[src/rtl/mem_access_unit_if.sv]
// Core/RAM-side signal bundle for mem_access_unit.
// slave = the access unit's view, master = the core plus RAM side.
interface mem_access_unit_if #(
  parameter int ADDR_W = 32,
  parameter int DATA_W = 32
);
  logic                  req;
  logic                  req_we;
  logic [1:0]            req_size;
  logic                  req_signed;
  logic [ADDR_W-1:0]     req_addr;
  logic [DATA_W-1:0]     req_wdata;
  logic                  busy;
  logic                  done;
  logic                  fault;
  logic [DATA_W-1:0]     rdata;
  logic [ADDR_W-1:0]     mem_addr;
  logic [DATA_W-1:0]     mem_wdata;
  logic [DATA_W/8-1:0]   mem_be;
  logic                  mem_cs;
  logic                  mem_we;
  logic                  mem_oe;
  logic [DATA_W-1:0]     mem_rdata;
  logic                  mem_ready;

  modport slave (
    input  req, req_we, req_size, req_signed, req_addr, req_wdata, mem_rdata, mem_ready,
    output busy, done, fault, rdata, mem_addr, mem_wdata, mem_be, mem_cs, mem_we, mem_oe
  );

  modport master (
    output req, req_we, req_size, req_signed, req_addr, req_wdata, mem_rdata, mem_ready,
    input  busy, done, fault, rdata, mem_addr, mem_wdata, mem_be, mem_cs, mem_we, mem_oe
  );
endinterface

[src/rtl/mem_access_unit.sv]
// Load/store sequencer: one RAM access per request, byte enables, ready timeout, load extension.
// Optional MAU_ROTATE_UNALIGNED_EN: unaligned word loads fetch the aligned word and rotate it right.
module mem_access_unit #(
  parameter int ADDR_W  = 32,
  parameter int DATA_W  = 32,
  parameter int TIMEOUT = 15
) (
  input logic              clk,
  input logic              rst,
  mem_access_unit_if.slave bus
);

  localparam int NL = DATA_W / 8;
  localparam int LW = $clog2(NL);

  localparam logic [1:0] S_IDLE   = 2'd0;
  localparam logic [1:0] S_ACCESS = 2'd1;
  localparam logic [1:0] S_DONE   = 2'd2;

  logic [1:0]        state;
  logic              we_r;
  logic [1:0]        size_r;
  logic              sgn_r;
  logic [LW-1:0]     lane_r;
  logic [NL-1:0]     be_r;
  logic [7:0]        cnt_r;
  logic              fault_r;
  logic [DATA_W-1:0] rdata_r;
  logic [ADDR_W-1:0] addr_r;
  logic [DATA_W-1:0] wdata_r;

  logic [LW-1:0]     lo;
  logic [LW-1:0]     base_n;
  logic [NL-1:0]     be_n;
  logic [DATA_W-1:0] wrep_n;
  logic              bad_n;
  logic [DATA_W-1:0] sh;
  logic [31:0]       w;
  logic [DATA_W-1:0] ld_ext;
`ifdef MAU_ROTATE_UNALIGNED_EN
  logic [1:0]        rot_n;
  logic [1:0]        rot_r;
`endif

  // Request decode: lane base, byte enables, replicated store data, alignment fault.
  always_comb begin
    lo     = bus.req_addr[LW-1:0];
    base_n = '0;
    be_n   = '0;
    wrep_n = '0;
    bad_n  = 1'b0;
`ifdef MAU_ROTATE_UNALIGNED_EN
    rot_n  = '0;
`endif
    case (bus.req_size)
      2'b00: begin
        base_n = lo;
        be_n   = NL'(1) << lo;
        for (int unsigned i = 0; i < NL; i++) wrep_n[8*i +: 8] = bus.req_wdata[7:0];
      end
      2'b01: begin
        bad_n  = lo[0];
        base_n = {lo[LW-1:1], 1'b0};
        be_n   = NL'(3) << base_n;
        for (int unsigned i = 0; i < NL/2; i++) wrep_n[16*i +: 16] = bus.req_wdata[15:0];
      end
      2'b10: begin
        bad_n  = |lo[1:0];
        base_n = lo & ~LW'(3);
        be_n   = NL'(15) << base_n;
        for (int unsigned i = 0; i < NL/4; i++) wrep_n[32*i +: 32] = bus.req_wdata[31:0];
`ifdef MAU_ROTATE_UNALIGNED_EN
        if (!bus.req_we) begin
          bad_n = 1'b0;
          rot_n = lo[1:0];
        end
`endif
      end
      default: begin
        bad_n  = (DATA_W == 32) || (|bus.req_addr[2:0]);
        be_n   = '1;
        wrep_n = bus.req_wdata;
      end
    endcase
  end

  // Load path: shift the addressed lanes down to bit 0, then extend.
  always_comb begin
    sh = bus.mem_rdata >> {lane_r, 3'b000};
    w  = sh[31:0];
`ifdef MAU_ROTATE_UNALIGNED_EN
    w  = (w >> {rot_r, 3'b000}) | (w << (6'd32 - {1'b0, rot_r, 3'b000}));
`endif
    case (size_r)
      2'b00:   ld_ext = sgn_r ? DATA_W'($signed(sh[7:0]))  : DATA_W'(sh[7:0]);
      2'b01:   ld_ext = sgn_r ? DATA_W'($signed(sh[15:0])) : DATA_W'(sh[15:0]);
      2'b10:   ld_ext = DATA_W'(w);
      default: ld_ext = sh;
    endcase
  end

  always_ff @(posedge clk or posedge rst) begin
    if (rst) begin
      state   <= S_IDLE;
      we_r    <= 1'b0;
      size_r  <= '0;
      sgn_r   <= 1'b0;
      lane_r  <= '0;
      be_r    <= '0;
      cnt_r   <= '0;
      fault_r <= 1'b0;
      rdata_r <= '0;
      addr_r  <= '0;
      wdata_r <= '0;
`ifdef MAU_ROTATE_UNALIGNED_EN
      rot_r   <= '0;
`endif
    end else begin
      case (state)
        S_IDLE: begin
          if (bus.req) begin
            we_r    <= bus.req_we;
            size_r  <= bus.req_size;
            sgn_r   <= bus.req_signed;
            lane_r  <= base_n;
            be_r    <= be_n;
            cnt_r   <= '0;
            fault_r <= bad_n;
`ifdef MAU_ROTATE_UNALIGNED_EN
            rot_r   <= rot_n;
`endif
            if (bad_n) begin
              state <= S_DONE;
            end else begin
              addr_r  <= {bus.req_addr[ADDR_W-1:LW], LW'(0)};
              wdata_r <= wrep_n;
              state   <= S_ACCESS;
            end
          end
        end
        S_ACCESS: begin
          if (bus.mem_ready) begin
            if (!we_r) rdata_r <= ld_ext;
            fault_r <= 1'b0;
            state   <= S_DONE;
          end else if (cnt_r == 8'(TIMEOUT - 1)) begin
            fault_r <= 1'b1;
            state   <= S_DONE;
          end else begin
            cnt_r <= cnt_r + 8'd1;
          end
        end
        S_DONE:  state <= S_IDLE;
        default: state <= S_IDLE;
      endcase
    end
  end

  // Strobes decode from state so an async reset drops them immediately.
  assign bus.busy      = (state != S_IDLE);
  assign bus.done      = (state == S_DONE);
  assign bus.fault     = (state == S_DONE) && fault_r;
  assign bus.rdata     = rdata_r;
  assign bus.mem_addr  = addr_r;
  assign bus.mem_wdata = wdata_r;
  assign bus.mem_cs    = (state == S_ACCESS);
  assign bus.mem_we    = (state == S_ACCESS) && we_r;
  assign bus.mem_oe    = (state == S_ACCESS) && !we_r;
  assign bus.mem_be    = (state == S_ACCESS) ? be_r : '0;

endmodule

[src/flat_wrapper.sv]
// flat-port wrapper written by rule: the top's interface ports become plain ports
module mem_access_unit_flat 
#(
  parameter int ADDR_W  = 32,
  parameter int DATA_W  = 32,
  parameter int TIMEOUT = 15
)
  (clk, rst, bus_req, bus_req_we, bus_req_size, bus_req_signed, bus_req_addr, bus_req_wdata, bus_mem_rdata, bus_mem_ready, bus_busy, bus_done, bus_fault, bus_rdata, bus_mem_addr, bus_mem_wdata, bus_mem_be, bus_mem_cs, bus_mem_we, bus_mem_oe);
  mem_access_unit_if #(.ADDR_W(ADDR_W), .DATA_W(DATA_W)) bus_i ();
  input logic clk;
  input logic rst;
  input wire logic [$bits(bus_i.req)-1:0] bus_req;
  input wire logic [$bits(bus_i.req_we)-1:0] bus_req_we;
  input wire logic [$bits(bus_i.req_size)-1:0] bus_req_size;
  input wire logic [$bits(bus_i.req_signed)-1:0] bus_req_signed;
  input wire logic [$bits(bus_i.req_addr)-1:0] bus_req_addr;
  input wire logic [$bits(bus_i.req_wdata)-1:0] bus_req_wdata;
  input wire logic [$bits(bus_i.mem_rdata)-1:0] bus_mem_rdata;
  input wire logic [$bits(bus_i.mem_ready)-1:0] bus_mem_ready;
  output wire logic [$bits(bus_i.busy)-1:0] bus_busy;
  output wire logic [$bits(bus_i.done)-1:0] bus_done;
  output wire logic [$bits(bus_i.fault)-1:0] bus_fault;
  output wire logic [$bits(bus_i.rdata)-1:0] bus_rdata;
  output wire logic [$bits(bus_i.mem_addr)-1:0] bus_mem_addr;
  output wire logic [$bits(bus_i.mem_wdata)-1:0] bus_mem_wdata;
  output wire logic [$bits(bus_i.mem_be)-1:0] bus_mem_be;
  output wire logic [$bits(bus_i.mem_cs)-1:0] bus_mem_cs;
  output wire logic [$bits(bus_i.mem_we)-1:0] bus_mem_we;
  output wire logic [$bits(bus_i.mem_oe)-1:0] bus_mem_oe;
  assign bus_i.req = bus_req;
  assign bus_i.req_we = bus_req_we;
  assign bus_i.req_size = bus_req_size;
  assign bus_i.req_signed = bus_req_signed;
  assign bus_i.req_addr = bus_req_addr;
  assign bus_i.req_wdata = bus_req_wdata;
  assign bus_i.mem_rdata = bus_mem_rdata;
  assign bus_i.mem_ready = bus_mem_ready;
  assign bus_busy = bus_i.busy;
  assign bus_done = bus_i.done;
  assign bus_fault = bus_i.fault;
  assign bus_rdata = bus_i.rdata;
  assign bus_mem_addr = bus_i.mem_addr;
  assign bus_mem_wdata = bus_i.mem_wdata;
  assign bus_mem_be = bus_i.mem_be;
  assign bus_mem_cs = bus_i.mem_cs;
  assign bus_mem_we = bus_i.mem_we;
  assign bus_mem_oe = bus_i.mem_oe;
  mem_access_unit #(.ADDR_W(ADDR_W), .DATA_W(DATA_W), .TIMEOUT(TIMEOUT)) u_core (.clk(clk), .rst(rst), .bus(bus_i));
endmodule
[config.mk]
export PLATFORM = sky130hd
export DESIGN_NAME = mem_access_unit_flat
export DESIGN_NICKNAME = d
export VERILOG_FILES = /design/src/rtl/mem_access_unit_if.sv /design/src/rtl/mem_access_unit.sv /design/src/flat_wrapper.sv
export SDC_FILE = /design/constraint.sdc
export NUM_CORES = 1
export LEC_CHECK = 0
export BUFFER_PORTS_ARGS = -buffer_cell sky130_fd_sc_hd__buf_4
export CORE_MARGIN = 1.5
export CORE_UTILIZATION = 25
export CTS_CLUSTER_SIZE = 28
export DETAILED_ROUTE_END_ITERATION = 8
export RECOVER_POWER = 50
export REMOVE_ABC_BUFFERS = 1
export SYNTH_ARGS = -nofsm -noshare
export SYNTH_HDL_FRONTEND = slang
export SYNTH_SLANG_ARGS = --single-unit
[constraint.sdc]
create_clock -name clk -period 9.1 [get_ports clk]
set_input_delay 1.365 -clock clk [delete_from_list [all_inputs] [get_ports clk]]
set_output_delay 1.365 -clock clk [all_outputs]
set_load 0.01 [all_outputs]
==> Yosys cells after proc, flatten, opt, wreduce, memory -nomap -nowiden <==
Index checks and enable logic that the tools add are counted.
{ "word_totals": {"out_inout_bits": 106, "elab_cells": 64, "in_bits": 104, "regBits": 115} }
{ "classes": {"n_reduce_logical": 16, "add_sub_neg": 1, "mux": 21, "n_eq_ne": 10, "shifts": 3, "n_bitwise": 2} }
{ "ops": {"columns": ["operator", "n"], "rows": [
  ["32-bit one-hot mux with 2 select lines", 2],
  ["32-bit two-way mux", 2],
  ["32-bit by 5-bit right shift with 32-bit output", 1],
  ["8-bit two-way mux", 3],
  ["8-bit one-hot mux with 2 select lines", 1],
  ["3-bit AND reduction", 3],
  ["8-bit by 1-bit adder with 8-bit output (second input constant)", 1],
  ["8-bit by 4-bit equality test with 1-bit output (second input constant)", 1],
  ["2-bit two-way mux", 4],
  ["2-bit one-hot mux with 2 select lines", 2],
  ["4-bit one-hot mux with 2 select lines", 1],
  ["2-bit by 1-bit equality test with 1-bit output (second input constant)", 3],
  ["2-bit logical NOT", 3],
  ["2-bit inequality test (second input constant)", 3],
  ["2-bit equality test (second input constant)", 2],
  ["4-bit two-way mux", 1],
  ["2-bit AND reduction", 2],
  ["4-bit AND reduction", 1],
  ["2-bit nonzero test", 2],
  ["1-bit by 2-bit << shifter with 4-bit output (first input constant)", 1],
  ["2-bit by 2-bit << shifter with 4-bit output (first input constant)", 1],
  ["1-bit logical AND", 3],
  ["1-bit two-way mux", 3],
  ["3-bit by 2-bit inequality test with 1-bit output (second input constant)", 1],
  ["5 further kinds", 6]
]} }

==> Depth between registers and ports, before layout <==
{ "logic_depth": {"word_depth": 5, "mapped_depth": 7, "depth_no_buf": 6} }

==> Least setup slack after synthesis <==
OpenSTA, ideal clock, no wires.
{ "synth_timing": {"path_kind": "input port to flip-flop", "startpoint": "in bus_req_size[0]", "endpoint": "reg u_core.addr_r[10], in the netlist u_core.bus.mem_addr[10]", "required_time_ps": 8975, "setup_ps": 125, "n_path_buf": 2, "setup_slack_ps": 6518, "arrival_ps": 2457, "path_stages": 5, "cell_sequence": "buf_2 nor3_1 o21ai_1 buf_2 mux2_2"} }
{ "synth_between": {"elab_chain_len": 4, "elab_cells_between_ends": 6, "classes_between": "eq/ne: 2; mux: 1; bitwise: 1; reduce/logical: 2"} }
{ "synth_rtl": {"columns": ["element", "line", "text"], "rows": [
  ["from (decl)", "flat_wrapper.sv:14", "input wire logic [$bits(bus_i.req_size)-1:0] bus_req_size;"],
  ["2-bit equality test, or another cell as far along", null, null],
  ["1-bit one-hot mux with 3 select lines (*)", "mem_access_unit.sv:55", "case (bus.req_size)"],
  ["1-bit inverter (no line) (*)", null, null],
  ["3-bit AND reduction (no line) (*)", null, null],
  ["to (signal assigned)", "mem_access_unit.sv:135", "addr_r <= {bus.req_addr[ADDR_W-1:LW], LW'(0)};"],
  ["to (decl)", "mem_access_unit.sv:29", "logic [ADDR_W-1:0] addr_r;"]
]} }
Every way passes the cells marked *; elsewhere a longest branch is shown, timed or not.
A chain may end at the register's enable or synchronous reset.

==> Final worst setup path <==
{ "layout_timing": {"startpoint": "in bus_req_size[1]", "endpoint": "reg u_core.addr_r[13], in the netlist u_core.bus.mem_addr[13]"} }
Same word-level chain as after synthesis.

==> run summary <==
total leakage power -> 3.30 nW
Site Rows -> 53
net total in the final layout -> 803
Hold Violations, Final -> 0
VDD IR max -> 0.000153 V
CP startpoint kind -> primary input
Tot Pwr -> 2.26 mW
skew final -> 0.00818 ns
port bufs -> 207
placer congestion estimate -> 0.774
Buf/Inv on CP -> 2
core area -> 21,200 µm²
DIE WIDTH -> 151 µm
DRC Markers -> 0
crit path kind -> in2reg
fin crit period -> 3.73 ns
Post-CTS Resized -> 0
Sum Neg Setup Slack -> 0 ns
WL/cell -> 15.5 µm
status -> finished, violations left
Avg Inst Size Synth -> 10.9 µm²
DP Worst Slack -> 5.79 ns
CTS tree -> done
Post-synth EDFFs -> 0
violated checks -> max-capacitance violations, max-slew violations
CP Launch Point -> bus_req_size[1]
final setup fails -> 0
max incr delay on CP -> 1.04 ns
commonest non-fill, non-tap cell in the layout -> dfrtp_1
maximum clock rate -> 0.268 GHz
Post-Syn Instances -> 500
vias in the first global route -> 4,530
Reg2Reg Setup Slack -> 5.95 ns
first-pass GRT wire length -> 24.0 mm
gr usage total -> 13.7%
post-synth top area share -> 52.7%
Worst-path clk slew -> 0.06 ns
vias -> 4,428
Root Buffer -> clkbuf_16
Tcrit/Tclk final -> 41.0%
WP depth -> 5
Post-DP HPWL -> 10.6 mm
r2r endpoint -> u_core.bus.rdata[30]
FF+latch count, synth -> 115
clk_lat worst skew -> 0.41 ns
worst-margin pin slew -> 2.12 ns
sequential share of power -> 38.5%
fillers -> 2,264
Netlist cell types -> 43
Hold WC Path Type -> reg2reg
clock network fraction of total power -> 29.5%
Logic pwr share -> 32.0%
largest net degree at the start of global routing -> 89
Sw Pwr -> 787 µW
Multi-input gate area -> 2390 µm²
Area Growth Syn to Fin -> 36.2%
RSZ-0062 raised after global routing -> no
Critical Path Fanout Max -> 88
CP delay by family, top -> buffers and inverters
share of cells above drive strength 1 -> 28.5%
switching share of power -> 34.8%
max_slew headroom -> -42.3%
Max-Cap Viols -> 3
Hold WS -> 0.468 ns
most frequent cells in the layout -> 115 x dfrtp_1, 112 x buf_4, 99 x clkbuf_1
Sink Count -> 115
synth warn -> 0
Ant. Diodes -> 0
dpl cells -> 953
critical path required time -> 9.39 ns
cts hold-fix bufs -> 0
remaining antenna violation count -> 0
Cell Chain, Critical Path -> clkbuf_1, a21oi_1, o21ai_4, buf_4, mux2_2
initial antenna violation count -> 0
IO Pins -> 210
worst r2r src -> u_core.state[1]
Cell Pwr Density -> 304 nW/µm²
asr flop ratio synth -> 100%
register area -> 2880 µm²
worst setup margin -> 5.37 ns
crit path to -> u_core.bus.mem_addr[13]
Setup Buffers After CTS -> 0
ys flop type -> dfrtp_1
Vias/cell -> 4.50
Crit-path slowest cell -> clkbuf_1
CP Data Arrival Time -> 4.02 ns
mapped cell area -> 5460 µm²
initial cell density of the core -> 25.7%
reg2reg path depth -> 5
DR iter-0 viols -> 155
synth top area cells -> dfrtp_1 53%, mux2_2 9.5%, mux2i_1 7.7%
Slew Limit Fails -> 98
endpoint class of the critical path -> flip-flop
post-synthesis sequential area ratio -> 52.7%
CTS Buf Count -> 17
Internal -> 1.47 mW
die area -> 22,700 µm²
htree depth -> 4
leading area contributor after synthesis -> dfrtp_1
Non-Filler Instances -> 985
clock tree buffer depth -> 2
iteration count of the initial detailed-routing pass -> 4
die span in y -> 151 µm
Post-Route WL -> 15.3 mm
gr ovfl total -> 0
==> sequential cells by signal, indices dropped and copies added, names as in the netlist <==
signal,count
u_core.state,2
u_core.lane_r,2
u_core.bus.rdata,32
u_core.be_r,4
u_core.cnt_r,8
u_core.we_r,1
u_core.bus.mem_wdata,32
u_core.sgn_r,1
u_core.size_r,2
u_core.fault_r,1
u_core.bus.mem_addr,30
==> worst reg2reg max path, delay by kind of cell, from the launching register on <==
| family | cells | cell delay (ns) |
|---|---|---|
| DFF | 1 | 0.47 |
| and+or+nand+nor | 2 | 0.50 |
| buffers and inverters | 1 | 1.25 |
| AOI/OAI and AO/OA | 2 | 0.81 |
==> area by class of cell <==
cell class | instances | area share, %
Timing Repair Buffer | 211 | 16.3
Sequential cell | 115 | 38.7
Multi-Input combinational cell | 346 | 32.1
Clock inverter | 12 | 1.78
Tap cell | 275 | 4.62
Inverter | 6 | 0.319
Clock buffer | 20 | 6.14
==> per-layer routing <==
layer	global-route usage (%)	vias up	wire (µm)
li1	-	2131	-
met1	17.0	2140	6600
met2	22.0	142	7340
met3	5.00	15	1110
met4	4.37	0	237
met5	0	-	0
==> cells in the mapped netlist (3+ instances only) <==
cell,instances
and2_1,22
a211oi_1,7
nand2b_1,4
clkbuf_1,11
a21oi_1,27
buf_2,17
buf_4,3
xnor2_1,3
o21ai_0,38
nor2_1,39
inv_1,6
mux2_2,46
nand3_1,4
dfrtp_1,115
a31oi_1,3
mux2i_1,42
nand2_1,55
o22a_1,16
nor3_1,4
nor2b_1,9
==> metrics by stage <==
| stage | cell area (µm²) | utilization (%) |
|---|---|---|
| global route | 7440 | 35.1 |
| global placement | 7230 | 34.1 |
| floorplan | 5290 | - |
| CTS | 7820 | 36.9 |
| detailed placement | 7230 | 34.1 |
| finish | 7440 | 35.1 |
==> power by group through the flow <==
stage / sequential [mW] / clock, mW / combinational, mW
final: 0.870 / 0.667 / 0.723
after global routing: 0.905 / 0.707 / 0.806
after CTS: 0.878 / 0.685 / 0.902
after detailed placement: 0.883 / 0 / 0.901
after global placement: 0.880 / 0 / 0.889
after floorplan: 0.963 / 0 / 0.330
==> how the worst min path moves through the flow <==
| stage | start | end | cells past startpoint |
|---|---|---|---|
| floorplan | u_core.be_r[0] | u_core.be_r[0] | 2 |
| global placement | u_core.be_r[1] | u_core.be_r[1] | 2 |
| detailed placement | u_core.be_r[1] | u_core.be_r[1] | 2 |
| CTS | u_core.be_r[1] | u_core.be_r[1] | 2 |
| global route | u_core.be_r[1] | u_core.be_r[1] | 2 |
| finish | u_core.be_r[1] | u_core.be_r[1] | 2 |
==> cells by family after synthesis <==
family	Yosys count	synth area share, %
mux	90	18.0
fa+ha+maj	2	0.458
buf+inv	40	3.62
compound gates	100	11.4
flops	115	52.7
other cells	1	0.0687
xor+xnor	3	0.481
simple gates	149	13.3
Power figures use the tool's default switching activity.
